$ cat config.mk
export PLATFORM = sky130hd
export DESIGN_NAME = int_ram_pingpong_ctrl
export DESIGN_NICKNAME = d
export VERILOG_FILES = /design/src/rtl/int_ram_pingpong_ctrl.sv
export SDC_FILE = /design/constraint.sdc
export NUM_CORES = 1
export LEC_CHECK = 0
export ABC_CLOCK_PERIOD_IN_PS = 2650
export BUFFER_PORTS_ARGS = -buffer_cell sky130_fd_sc_hd__buf_2
export CORE_MARGIN = 10
export CORE_UTILIZATION = 53
export DETAILED_ROUTE_END_ITERATION = 8
export PLACE_DENSITY = 0.82
export SYNTH_ARGS = -nofsm -noshare
export SYNTH_HDL_FRONTEND = slang
export SYNTH_SLANG_ARGS = --single-unit
$ cat constraint.sdc
create_clock -name clk -period 2.65 [get_ports clk]
set_input_delay 0.265 -clock clk [delete_from_list [all_inputs] [get_ports clk]]
set_output_delay 0.265 -clock clk [all_outputs]
set_load 0.05 [all_outputs]
$ cat src/rtl/int_ram_pingpong_ctrl.sv
//------------------------------------------------------------------------------
// int_ram_pingpong_ctrl : ping-pong controller for the two-bank INT_RAM,
// writing one frame into a bank while streaming the previous frame out.
// Revision: 1.0
//------------------------------------------------------------------------------
`default_nettype none

module int_ram_pingpong_ctrl #(
    parameter int DATA_WIDTH = 8,
    parameter int ADDR_WIDTH = 8,
    parameter int FRAME_LEN  = 256
) (
    input  logic                  clk,
    input  logic                  rst_n,
    input  logic                  in_valid,
    input  logic [DATA_WIDTH-1:0] in_data,
    output logic                  in_ready,
    output logic                  out_valid,
    output logic [DATA_WIDTH-1:0] out_data,
    output logic                  out_last,
    input  logic                  out_ready,
    output logic [1:0]            ram_cs,
    output logic [1:0]            ram_we,
    output logic [ADDR_WIDTH-1:0] ram_addr1,
    output logic [ADDR_WIDTH-1:0] ram_addr2,
    output logic [DATA_WIDTH-1:0] ram_din1,
    output logic [DATA_WIDTH-1:0] ram_din2,
    input  logic [DATA_WIDTH-1:0] ram_dout1,
    input  logic [DATA_WIDTH-1:0] ram_dout2
);

    typedef enum logic [1:0] {
        EMPTY    = 2'd0,
        FILLING  = 2'd1,
        FULL     = 2'd2,
        DRAINING = 2'd3
    } bank_state_e;

    localparam logic [ADDR_WIDTH-1:0] c_last_addr = ADDR_WIDTH'(FRAME_LEN - 1);

    bank_state_e           r_bank     [2];
    bank_state_e           w_bank_nxt [2];
    logic                  r_wr_sel;
    logic                  r_rd_sel;
    logic                  r_pop_sel;
    logic                  r_in_ready;
    logic [ADDR_WIDTH-1:0] r_wr_cnt;
    logic [ADDR_WIDTH-1:0] r_rd_cnt;
    logic                  r_inflight;
    logic                  r_inflight_bank;
    logic                  r_inflight_last;
    logic [DATA_WIDTH-1:0] r_fifo_data [2];
    logic [1:0]            r_fifo_last;
    logic                  r_wptr;
    logic                  r_rptr;
    logic [1:0]            r_occ;

    logic                  w_wr_acc;
    logic                  w_wr_wrap;
    logic                  w_wr_sel_nxt;
    logic                  w_in_ready_nxt;
    logic                  w_rd_active;
    logic                  w_rd_issue;
    logic                  w_rd_wrap;
    logic                  w_pop;
    logic                  w_pop_last;
    logic [1:0]            w_credit;

    assign w_wr_acc     = in_valid & r_in_ready;
    assign w_wr_wrap    = w_wr_acc && (r_wr_cnt == c_last_addr);
    assign w_wr_sel_nxt = r_wr_sel ^ w_wr_wrap;

    // A DRAINING bank with rd_cnt back at 0 has had every read issued; only
    // its tail is still in the FIFO, so the reader must not re-enter it.
    assign w_rd_active = (r_bank[r_rd_sel] == FULL) ||
                         ((r_bank[r_rd_sel] == DRAINING) && (r_rd_cnt != '0));

    assign w_pop      = (r_occ != 2'd0) && out_ready;
    assign w_pop_last = w_pop && r_fifo_last[r_rptr];
    assign w_credit   = r_occ + {1'b0, r_inflight};
    // A same-cycle pop frees a slot, which keeps the stream gap-free.
    assign w_rd_issue = w_rd_active && ((w_credit < 2'd2) || w_pop);
    assign w_rd_wrap  = w_rd_issue && (r_rd_cnt == c_last_addr);

    always_comb begin
        for (int b = 0; b < 2; b++) begin
            w_bank_nxt[b] = r_bank[b];
            if (w_wr_acc && (r_wr_sel == 1'(b))) begin
                w_bank_nxt[b] = w_wr_wrap ? FULL : FILLING;
            end
            if (w_rd_issue && (r_rd_sel == 1'(b)) && (r_bank[b] == FULL)) begin
                w_bank_nxt[b] = DRAINING;
            end
            if (w_pop_last && (r_pop_sel == 1'(b))) begin
                w_bank_nxt[b] = EMPTY;
            end
        end
    end

    assign w_in_ready_nxt = (w_bank_nxt[w_wr_sel_nxt] == EMPTY) ||
                            (w_bank_nxt[w_wr_sel_nxt] == FILLING);

    always_ff @(posedge clk or negedge rst_n) begin
        if (!rst_n) begin
            for (int b = 0; b < 2; b++) begin
                r_bank[b]      <= EMPTY;
                r_fifo_data[b] <= '0;
            end
            r_wr_sel        <= 1'b0;
            r_rd_sel        <= 1'b0;
            r_pop_sel       <= 1'b0;
            r_in_ready      <= 1'b0;
            r_wr_cnt        <= '0;
            r_rd_cnt        <= '0;
            r_inflight      <= 1'b0;
            r_inflight_bank <= 1'b0;
            r_inflight_last <= 1'b0;
            r_fifo_last     <= '0;
            r_wptr          <= 1'b0;
            r_rptr          <= 1'b0;
            r_occ           <= '0;
        end else begin
            for (int b = 0; b < 2; b++) begin
                r_bank[b] <= w_bank_nxt[b];
            end
            r_in_ready <= w_in_ready_nxt;
            r_wr_sel   <= w_wr_sel_nxt;
            if (w_wr_acc) begin
                r_wr_cnt <= w_wr_wrap ? '0 : r_wr_cnt + ADDR_WIDTH'(1);
            end
            if (w_rd_issue) begin
                r_rd_cnt <= w_rd_wrap ? '0 : r_rd_cnt + ADDR_WIDTH'(1);
            end
            if (w_rd_wrap) begin
                r_rd_sel <= ~r_rd_sel;
            end
            if (w_pop_last) begin
                r_pop_sel <= ~r_pop_sel;
            end
            // The bank tag travels with the read because rd_sel may already
            // have toggled by the time the data returns.
            r_inflight      <= w_rd_issue;
            r_inflight_bank <= r_rd_sel;
            r_inflight_last <= w_rd_wrap;
            if (r_inflight) begin
                r_fifo_data[r_wptr] <= r_inflight_bank ? ram_dout2 : ram_dout1;
                r_fifo_last[r_wptr] <= r_inflight_last;
                r_wptr              <= ~r_wptr;
            end
            if (w_pop) begin
                r_rptr <= ~r_rptr;
            end
            r_occ <= r_occ + {1'b0, r_inflight} - {1'b0, w_pop};
        end
    end

    always_comb begin
        ram_cs = '0;
        ram_we = '0;
        if (w_wr_acc) begin
            ram_cs[r_wr_sel] = 1'b1;
            ram_we[r_wr_sel] = 1'b1;
        end
        if (w_rd_issue) begin
            ram_cs[r_rd_sel] = 1'b1;
        end
        ram_addr1 = '0;
        ram_addr2 = '0;
        if (w_rd_active && !r_rd_sel) begin
            ram_addr1 = r_rd_cnt;
        end else if (!r_wr_sel) begin
            ram_addr1 = r_wr_cnt;
        end
        if (w_rd_active && r_rd_sel) begin
            ram_addr2 = r_rd_cnt;
        end else if (r_wr_sel) begin
            ram_addr2 = r_wr_cnt;
        end
        ram_din1 = (w_wr_acc && !r_wr_sel) ? in_data : '0;
        ram_din2 = (w_wr_acc &&  r_wr_sel) ? in_data : '0;
    end

    assign in_ready  = r_in_ready;
    assign out_valid = (r_occ != 2'd0);
    assign out_data  = r_fifo_data[r_rptr];
    assign out_last  = out_valid & r_fifo_last[r_rptr];

endmodule

`default_nettype wire
==> summary.md, run 1 <==
| Metric | Value |
|---|---|
| Status | finished clean |
| Reg-to-reg endpoint | r_rd_sel$_DFFE_PN0P_ |
| Worst vdd ir | 0.319 mV |
| Mean Syn Cell Area | 9.57 um2 |
| Largest net degree at the start of global routing | 28 |
| Hold path cells | 3 |
| Routability cong. | 0.853 |
| Unique masters post-synth | 44 |
| Core Area | 0.00511 mm2 |
| Worst-margin pin slew | 567 ps |
| Initial antenna violation count | 0 |
| Max-slew violations | 0 |
| Port bufs | 74 |
| Synth top area share | 44.0% |
| Initial cell density of the core | 54.5% |
| Vias in the first global route | 2,385 |
| Setup repair after global routing missed its margin | yes |
| Hold Slack | 258 ps |
| Hold endpoint | r_fifo_data[6]$_DFFE_PN0P_ |
| Area occupied by multi-input gates | 0.00147 mm2 |
| Layout cell share with drive strength beyond 1 | 32.2% |
| Antenna cell count | 0 |
| Cell area after synthesis | 0.00279 mm2 |
| Clock Path Buffers | 2 |
| CTS buffer count | 5 |
| CP Cell Sequence | or4_1 > o311a_4 > o21ai_0 > buf_4 |
| Worst r2r src | r_inflight$_DFF_PN0_ |
| CP Launch Type | register |
| Post-synthesis cell count | 291 |
| Relative slew margins | 61.9% |
| Fraction of registers with async set/reset | 100% |
| Vias | 2,433 |
| Min cycle time layout | 2550 ps |
| F_max | 392 MHz |
| Fin. Hold Viols | 0 |
| Data arrival, critical path | 2280 ps |
| EDFF count, synth | 0 |
| Yosys top cell by area | dfrtp_1 |
| Register area share after synthesis | 44.0% |
| Layout Skew | 5.25 ps |
| Count leader, synth | dfrtp_1 |
| Synth warn | 0 |
| Max-Cap Viols | 0 |
| Leak | 1.62 nW |
| Worst Path Class, Setup | register to output pin |
| Die extent in y | 92.5 um |
| Reg2reg path depth | 7 |
| Worst endpoint required time | 2380 ps |
| Worst setup EP type | output pin |
| Grt ovf | 0 |
| CTS tree | done |
| Hold wc startpoint | ram_dout1[6] |
| Crit Path Max Fanout | 16 |
| Power Density | 553 mW/mm2 |
| Die ar. | 0.00855 mm2 |
| DR pass1 iterations | 4 |
| Worst-Skew Late Latency | 300 ps |
| Fin crit share | 96.2% |
| # DRC | 0 |
| Total Wirelength | 6950 um |
| Syn nets | 324 |
| Slowest cell on crit path | or4_1 |
| Fill cell count | 402 |
| DRT antenna net count | 0 |
| Worst hold path type | input pin to register |
| Fin Setup TNS | 0 ps |
| Area Overhead vs Synth | 22.0% |
| Final setup fails | 0 |
| Primary FF master, synth | dfrtp_1 |
| Yosys reg bits | 49 |
| Main area contributors after synthesis | dfrtp_1 44%, mux2_2 5.3%, mux2i_1 5.0%, nand2_1 5.0%, o21ai_0 4.1% |
| GRT Total Usage | 16.1% |
| Root buffer cell | clkbuf_8 |
| # nets final | 399 |
| Reg area | 0.00123 mm2 |
| Iter 0 DRT Violations | 128 |
| Hpwl dp | 5240 um |
| Worst-path clk slew | 80 ps |
| WL per Instance | 15.9 um |
| H-Tree Depth | 2 |
| Post-synth top cells | 49 x dfrtp_1, 37 x nand2_1, 23 x o21ai_0 |
| Worst reg2reg setup slack | 520 ps |
| First-pass GRT wire length | 11,500 um |
| Slowest stage delay, CP | 620 ps |
| Die X | 92.5 um |
| Io pins | 75 |
| Routed vias/inst | 5.57 |
| Clk sinks | 49 |
| Row Count | 26 |
| Final Power | 1.88 mW |
critical path, delay by kind of cell, from the launching register on:
kind | cells | cell delay, ps
flip-flops | 1 | 460
AO/OA/AOI/OAI | 2 | 670
buffers and inverters | 1 | 230
AND/OR/NAND/NOR | 1 | 620
flip-flops by register name, indices dropped and copies added (netlist names), 2 cells and up:
name / count
r_fifo_data: 16
r_rd_cnt: 8
r_wr_cnt: 8
r_bank: 4
r_fifo_last: 2
r_occ: 2
cell type report:
cell class                      count  area share [%]
Timing Repair Buffer               85            14.2
Sequential cell                    49            36.1
Multi-Input combinational cell    213            43.2
Clock inverter                      2           0.442
Clock buffer                        6            2.14
Tap cell                           70            2.58
Inverter                           12            1.33
metal layers:
layer / global-route usage [%] / part of all wire [%] / vias up
li1: - / - / 1175
met1: 19.2 / 42 / 1171
met2: 26.8 / 50 / 79
met3: 5.81 / 7.2 / 8
met4: 4.50 / 1.3 / 0
met5: 0 / 0 / -
worst max-delay path by stage:
stage	slack, ps	to	from	depth (start not counted)
global placement	250	ram_addr2[1]	r_rd_cnt[0]$_DFFE_PN0N_	6
detailed placement	160	ram_addr2[5]	r_rd_cnt[0]$_DFFE_PN0N_	6
floorplan	-240	ram_addr2[0]	r_rd_cnt[0]$_DFFE_PN0N_	5
finish	100	ram_addr2[5]	r_rd_cnt[5]$_DFFE_PN0N_	4
global route	-7	ram_addr1[4]	r_rd_cnt[0]$_DFFE_PN0N_	7
CTS	6	ram_cs[1]	r_rd_cnt[1]$_DFFE_PN0N_	8
through the flow:
stage	worst slack [ps]	cell area, um2	util [%]	instances
after floorplan	-237	2800	-	291
after global placement	249	3250	63.6	426
after CTS	5.70	3380	66.1	436
final	100	3400	66.5	437
after detailed placement	160	3250	63.6	426
after global routing	-7.21	3400	66.5	437
layout by cell type (no fill, tap or decap), types with 3 or more instances in the layout:
cell type and instances:
mux2_2 13, and3_1 18, a21oi_1 13, nor2b_1 5, and2_1 3, nand2_1 37
inv_1 12, nand4_1 6, ha_1 5, nor2_1 13, xor2_1 5, and4_1 3
xnor2_1 8, o21ai_0 21, dfrtp_1 49, nand3_1 3, mux2_4 5, clkbuf_8 5
buf_4 18, buf_2 65, nor3_1 5, mux2i_1 14
logic make-up after synthesis:
| kind of cell | count (synthesis) | synth area share [%] |
|---|---|---|
| XOR/XNOR | 13 | 4.09 |
| multiplexers | 32 | 13.0 |
| adder cells (fa/ha/maj) | 5 | 2.25 |
| flip-flops | 49 | 44.0 |
| AND/OR/NAND/NOR | 108 | 20.8 |
| AO/OA/AOI/OAI | 55 | 11.6 |
| buffers and inverters | 29 | 4.18 |
repair_timing:
item / in CTS / in global routing
buffers inserted: 1 / 1
pin swaps: 0 / 2
resized for setup: 8 / 9
hold buffers: 1 / 0
endpoints found under the hold margin: 22 / 0
endpoints found under the setup margin: 9 / 16
where the power goes:
group,internal [mW],switching (mW)
clock,0.186,0.241
sequential,0.806,0.126
combinational,0.194,0.325
(Power assumes the default switching activity.)
==> run 2, diff against run 1 <==
ABC_AREA = 1   (was not set)
==> run 2 against run 1 <==
Register-to-register slack improved by 420 ps; sequential share of layout area increased by 0.49 points; critical path depth increased by 5; clock skew about the same; area after synthesis increased by 1.0%; fmax increased by 5.4%; count of clock-buffer cells in the layout decreased by 1; critical path type unchanged; critical endpoint unchanged; largest cell class unchanged; largest power group is now combinational logic.
==> summary.md, run 2 <==
| Metric | Value |
|---|---|
| Final setup fails | 0 |
| # nets final | 470 |
| Logic pwr share | 40.6% |
| Most common cell after layout, fill and taps aside | nand2_1 |
| Min cycle time layout | 2420 ps |
| Core Area | 0.00514 mm2 |
| WL per Instance | 13.2 um |
| DR pass1 iterations | 4 |
| Vias | 2,529 |
| Kind of cell adding the most delay to the critical path | simple AND/OR/NAND/NOR gates |
| Sequential share of power | 38.5% |
| Clock Path Buffers | 2 |
| Post-synth top cells | 85 x nand2_1, 54 x inv_1, 49 x dfrtp_1 |
| Max reg flops | 16 |
| EDFF count, synth | 0 |
| Syn nets | 397 |
| Primary FF master, synth | dfrtp_1 |
| Crit Path Max Fanout | 16 |
| Clock group share of total power | 20.9% |
| Row Count | 26 |
| Worst hold path type | input pin to register |
| Power Density | 926 mW/mm2 |
| Die X | 92.9 um |
| Post-synthesis cell count | 364 |
| Total Wirelength | 6680 um |
| Fill cell count | 461 |
| Initial antenna violation count | 0 |
| Layout cell share with drive strength beyond 1 | 26.5% |
| Fin Setup TNS | 0 ps |
| Worst-margin pin slew | 613 ps |
| Area occupied by multi-input gates | 0.00128 mm2 |
| Worst vdd ir | 0.562 mV |
| CTS buffer count | 5 |
| Regs by FF count | r_fifo_data (16), r_rd_cnt (8), r_wr_cnt (8) |
| Die extent in y | 92.9 um |
| CP Cell Sequence | inv_1 > ha_1 > nand2_1 > nor2_2 > nand3_4 > nand2_2 > nand3_1 > o21ai_1 > buf_2 |
| Worst setup EP type | output pin |
| Yosys reg bits | 49 |
| Data arrival, critical path | 2160 ps |
| Initial cell density of the core | 54.7% |
| Pint | 1.71 mW |
| Worst-Skew Late Latency | 310 ps |
| GRT Total Usage | 15.6% |
| Routability cong. | 0.869 |
| Leak | 1.84 nW |
| Worst-path clk slew | 100 ps |
| Register area share after synthesis | 43.6% |
| Area Overhead vs Synth | 19.1% |
| Buffering stage count on the worst path with inverters included | 2 |
| Commonest non-fill, non-tap cells in the layout | 85 x nand2_1, 74 x buf_2, 54 x inv_1 |
| Cell area after synthesis | 0.00281 mm2 |
| First-pass GRT wire length | 11,200 um |
| Root buffer cell | clkbuf_8 |
| Unique masters post-synth | 34 |
| Mean Syn Cell Area | 7.73 um2 |
| Largest net degree at the start of global routing | 28 |
| CTS tree | done |
| Slowest cell on crit path | dfrtp_1 |
| Hold Slack | 293 ps |
| Synth top area share | 43.6% |
| Count leader, synth | nand2_1 |
| Hpwl dp | 5140 um |
| Largest Register | r_fifo_data |
| Clk sinks | 49 |
| Relative slew margins | 59.1% |
| Vias in the first global route | 2,425 |
| Fin crit share | 91.3% |
| Die ar. | 0.00862 mm2 |
| Fin. Hold Viols | 0 |
| Fraction of registers with async set/reset | 100% |
| Post_cts resized | 0 |
| Post-CTS Setup Bufs | 0 |
| CP Launch Type | register |
| Synth warn | 0 |
| Reg area | 0.00123 mm2 |
| Port bufs | 74 |
| Routed vias/inst | 4.98 |
| Grt ovf | 0 |
| Worst endpoint required time | 2380 ps |
| Yosys top cell by area | dfrtp_1 |
| Status | finished clean |
| H-Tree Depth | 2 |
| Final Core Density | 65.2% |
| F_max | 413 MHz |
| Layout Skew | 5.51 ps |
| Max-Cap Viols | 0 |
| Max-slew violations | 0 |
| Setup repair after global routing missed its margin | no |
| Main area contributors after synthesis | dfrtp_1 44%, nand2_1 11%, inv_1 7.2%, nand3_1 4.8%, nor2_1 4.5% |
| Io pins | 75 |
| Switching pwr | 1.39 mW |
| Iter 0 DRT Violations | 142 |
| DRT antenna net count | 0 |
| Worst Path Class, Setup | register to output pin |
| # DRC | 0 |
| Antenna cell count | 0 |
| Slowest stage delay, CP | 410 ps |
| Net Sw Frac | 44.9% |
run 2: cell count changes in the layout (fill, tap and decap cells not counted), moves of 9 or more:
cell and change:
buf_2 +9, buf_4 -16, mux2i_1 -13, nor2_1 +20
nand3_1 +24, inv_1 +42, nand2_1 +48, and3_1 -18
o21ai_1 +17
run 2: through the flow:
stage               setup WS (ps)  power (mW)  instance area, um2  cells
floorplan                   -72.3        2.18                2820    364
detailed placement            572        2.48                3200    499
finish                        230        3.10                3350    508
global placement              637        2.44                3200    499
global route                 45.9        3.32                3350    508
CTS                           215        3.14                3350    508
run 2: path summary, 6_finish.rpt:
| path | from | endpoint | slack, ps | cells past startpoint |
|---|---|---|---|---|
| setup / recovery | r_rd_cnt[0]$_DFFE_PN0N_ | ram_addr2[5] | 230 | 9 |
| hold / removal | ram_dout2[7] | r_fifo_data[7]$_DFFE_PN0P_ | 290 | 4 |
| setup reg to reg | r_wr_cnt[0]$_DFFE_PN0P_ | in_ready$_DFF_PN0_ | 940 | 10 |
| hold reg to reg | r_fifo_data[4]$_DFFE_PN0P_ | r_fifo_data[4]$_DFFE_PN0P_ | 490 | 2 |
| max in group asynchronous | rst_n | r_inflight_last$_DFF_PN0_ | 1410 | 3 |
| min in group asynchronous | rst_n | r_fifo_data[15]$_DFFE_PN0P_ | 490 | 2 |
run 2: cell type report:
cell class / count / area share (%)
clock buffers: 5 / 2.05
clock inverters: 3 / 2.05
inverters: 60 / 6.83
multi-input cells: 244 / 38.1
flip-flops and latches: 49 / 36.6
well taps: 70 / 2.61
repair buffers: 77 / 11.8
run 2: tightest hold or removal path: cells and delay by family:
kind / cells / cell delay (ps)
simple gates: 2 / 100
buf+inv: 1 / 70
mux: 1 / 140
run 2: cells by family after synthesis:
kind of cell | share of synthesized area, %
AOI/OAI and AO/OA | 10.7
DFF | 43.6
adders and majority gates | 2.22
muxes | 3.56
buffers and inverters | 11.2
xor gates and xnor gates | 2.80
and+or+nand+nor | 26.0
run 2: routing by layer:
layer | GRT usage (%) | part of all wire [%] | routed length (um)
met5 | 0 | 0 | 0
met1 | 17.3 | 41 | 2760
met3 | 5.41 | 6.7 | 451
met4 | 4.11 | 0.99 | 66
met2 | 27.8 | 51 | 3410
run 2: repair_timing:
item,in CTS,in global routing
endpoints found under the hold margin,26,0
setup endpoints to repair,0,0
hold buffers,1,0
run 2: power by group through the flow:
stage	sequential, mW	combinational [mW]	clock [mW]
floorplan	1.12	1.06	0
global placement	1.19	1.24	0
detailed placement	1.21	1.27	0
CTS	1.20	1.28	0.659
global route	1.23	1.40	0.688
finish	1.20	1.26	0.649
==> run 3, diff against run 2 <==
ABC_CLOCK_PERIOD_IN_PS = 2100   (was 2650)
CORE_UTILIZATION = 48   (was 53)
PLACE_DENSITY = 0.79   (was 0.82)
clock period = 2.1 ns   (was 2.65 ns; I/O delays follow)
==> run 3 against run 2 <==
The run now ends with setup timing left; first-iteration DRC count up 21%; sequential share of layout area down 4.9 points; combinational power up 59%; die area up 8.1%; critical path depth up 1; clock power up 5.4%; worst hold slack worse by 58 ps; count of clock-buffer cells in the layout up 1; via count up 8.7%; final cell count up 4.7%.
==> summary.md, run 3 (synthesis gave the netlist of run 2 again) <==
| Metric | Value |
|---|---|
| Routability cong. | 0.836 |
| Routed vias/inst | 5.17 |
| Max reg flops | 16 |
| Die extent in y | 96.6 um |
| Relative slew margins | 66.7% |
| Pre-CTS WS | 65.7 ps |
| Grt ovf | 0 |
| Setup ws final | -54.5 ps |
| Initial antenna violation count | 0 |
| Post-route cell area | 0.00387 mm2 |
| Data arrival, critical path | 1940 ps |
| Worst reg2reg setup slack | 280 ps |
| Worst-path clk slew | 90 ps |
| Placement Cell Area | 0.00328 mm2 |
| First-pass GRT wire length | 12,100 um |
| # nets final | 492 |
| Clk sinks | 49 |
| DR pass1 iterations | 4 |
| Power Density | 1080 mW/mm2 |
| Violated checks | setup timing |
| Worst vdd ir | 0.725 mV |
| Root buffer cell | clkbuf_8 |
| # DRC | 0 |
| Port bufs | 74 |
| Worst setup EP type | output pin |
| CP Launch Type | register |
| Io pins | 75 |
| DRT antenna net count | 0 |
| Area Overhead vs Synth | 37.7% |
| Iter 0 DRT Violations | 172 |
| Hold Slack | 235 ps |
| Commonest non-fill, non-tap cells in the layout | 83 x nand2_1, 56 x buf_2, 50 x inv_1 |
| Layout cell share with drive strength beyond 1 | 39.1% |
| Final setup fails | 6 |
| Vias | 2,748 |
| Final Core Density | 69.1% |
| Dpl cells | 503 |
| Max-slew violations | 0 |
| Hpwl dp | 5230 um |
| Worst Path Class, Setup | register to output pin |
| Crit Path Max Fanout | 8 |
| Fin crit share | 103% |
| Vias in the first global route | 2,600 |
| Area occupied by multi-input gates | 0.00154 mm2 |
| Regs by FF count | r_fifo_data (16), r_rd_cnt (8), r_wr_cnt (8) |
| Leak | 2.01 nW |
| Layout Skew | 5.63 ps |
| Fill cell count | 428 |
| Status | finished, violations left |
| Antenna cell count | 0 |
| Largest Register | r_fifo_data |
| CTS tree | done |
| Max-Cap Viols | 0 |
| Initial cell density of the core | 50.2% |
| Worst hold path type | input pin to register |
| Setup repair after global routing missed its margin | yes |
| Clock Path Buffers | 2 |
| Largest net degree at the start of global routing | 20 |
| Worst-Skew Late Latency | 310 ps |
| Die X | 96.6 um |
| Die ar. | 0.00932 mm2 |
| CTS buffer count | 5 |
| Total Wirelength | 8300 um |
| WL per Instance | 15.6 um |
| Min cycle time layout | 2150 ps |
| Most common cell after layout, fill and taps aside | nand2_1 |
| F_max | 464 MHz |
| GRT Total Usage | 16.1% |
| Row Count | 27 |
| Final Instance Count excl. Fillers | 532 |
| Worst-margin pin slew | 499 ps |
| Fin. Hold Viols | 0 |
| H-Tree Depth | 2 |
| Core Area | 0.00561 mm2 |
| Reg area | 0.00123 mm2 |
| Worst endpoint required time | 1890 ps |
[run 3: changes by cell type in the layout (fill, tap and decap cells not counted), sizes merged]
cell	delta
buf	+20
bufinv	-1
clkbuf	+1
clkinv	+1
inv	-1
nand2	+2
[run 3: critical path, stage by stage, from the launching register on]
cell and delay (ps):
dfrtp_1 430, inv_2 110, ha_4 140, nand2_4 50, nor2_4 120, nand3_4 90
buf_12 170, nand2_8 120, nand3_2 100, o21ai_2 110, buf_6 190
[run 3: what timing repair did]
item	4_1_cts	5_1_grt
endpoints found under the hold margin	17	0
resized for setup	27	57
endpoints found under the setup margin	16	18
setup buffers	5	13
gates cloned	1	1
hold buffers	1	0
pin swaps	3	7
[run 3: cell type report]
type,instances,share of cell area [%]
clock inverter,2,1.00
tap,72,2.33
clock buffer,6,1.87
inverter,60,6.04
sequential,49,31.7
timing repair buffer,97,17.4
multi-input combinational,246,39.6
[run 3: worst paths after layout]
kind                                                    to  cells after the start                       start
worst min-delay path            r_fifo_data[6]$_DFFE_PN0P_                      4                ram_dout2[6]
max in group asynchronous        r_inflight_bank$_DFF_PN0_                      3                       rst_n
worst max-delay path                          ram_addr1[1]                     10     r_rd_cnt[0]$_DFFE_PN0N_
worst max register to register          in_ready$_DFF_PN0_                     10     r_wr_cnt[0]$_DFFE_PN0P_
worst min register to register  r_fifo_data[0]$_DFFE_PN0P_                      2  r_fifo_data[0]$_DFFE_PN0P_
min in group asynchronous       r_fifo_last[0]$_DFFE_PN0P_                      2                       rst_n
[run 3: power breakdown]
group	switching, mW	internal, mW	total, mW
Sequential	0.281	1.24	1.52
Clock	0.327	0.358	0.684
Combinational	1.34	0.653	2.00
[run 3: routing by layer]
metal  track usage (%)  vias to the layer above  wire [um]
met5                 0                        -          0
met4              6.17                        0        180
met3              4.39                       18        691
met2              27.1                      100       4370
met1              19.2                     1296       3060
li1                  -                     1334          -
[run 3: through the flow]
step / TNS, ps / power (mW)
after global routing: -990 / 4.48
after floorplan: -72.3 / 2.77
final: -86.0 / 4.20
after global placement: 0 / 3.09
after detailed placement: 0 / 3.14
after CTS: -12.6 / 3.90
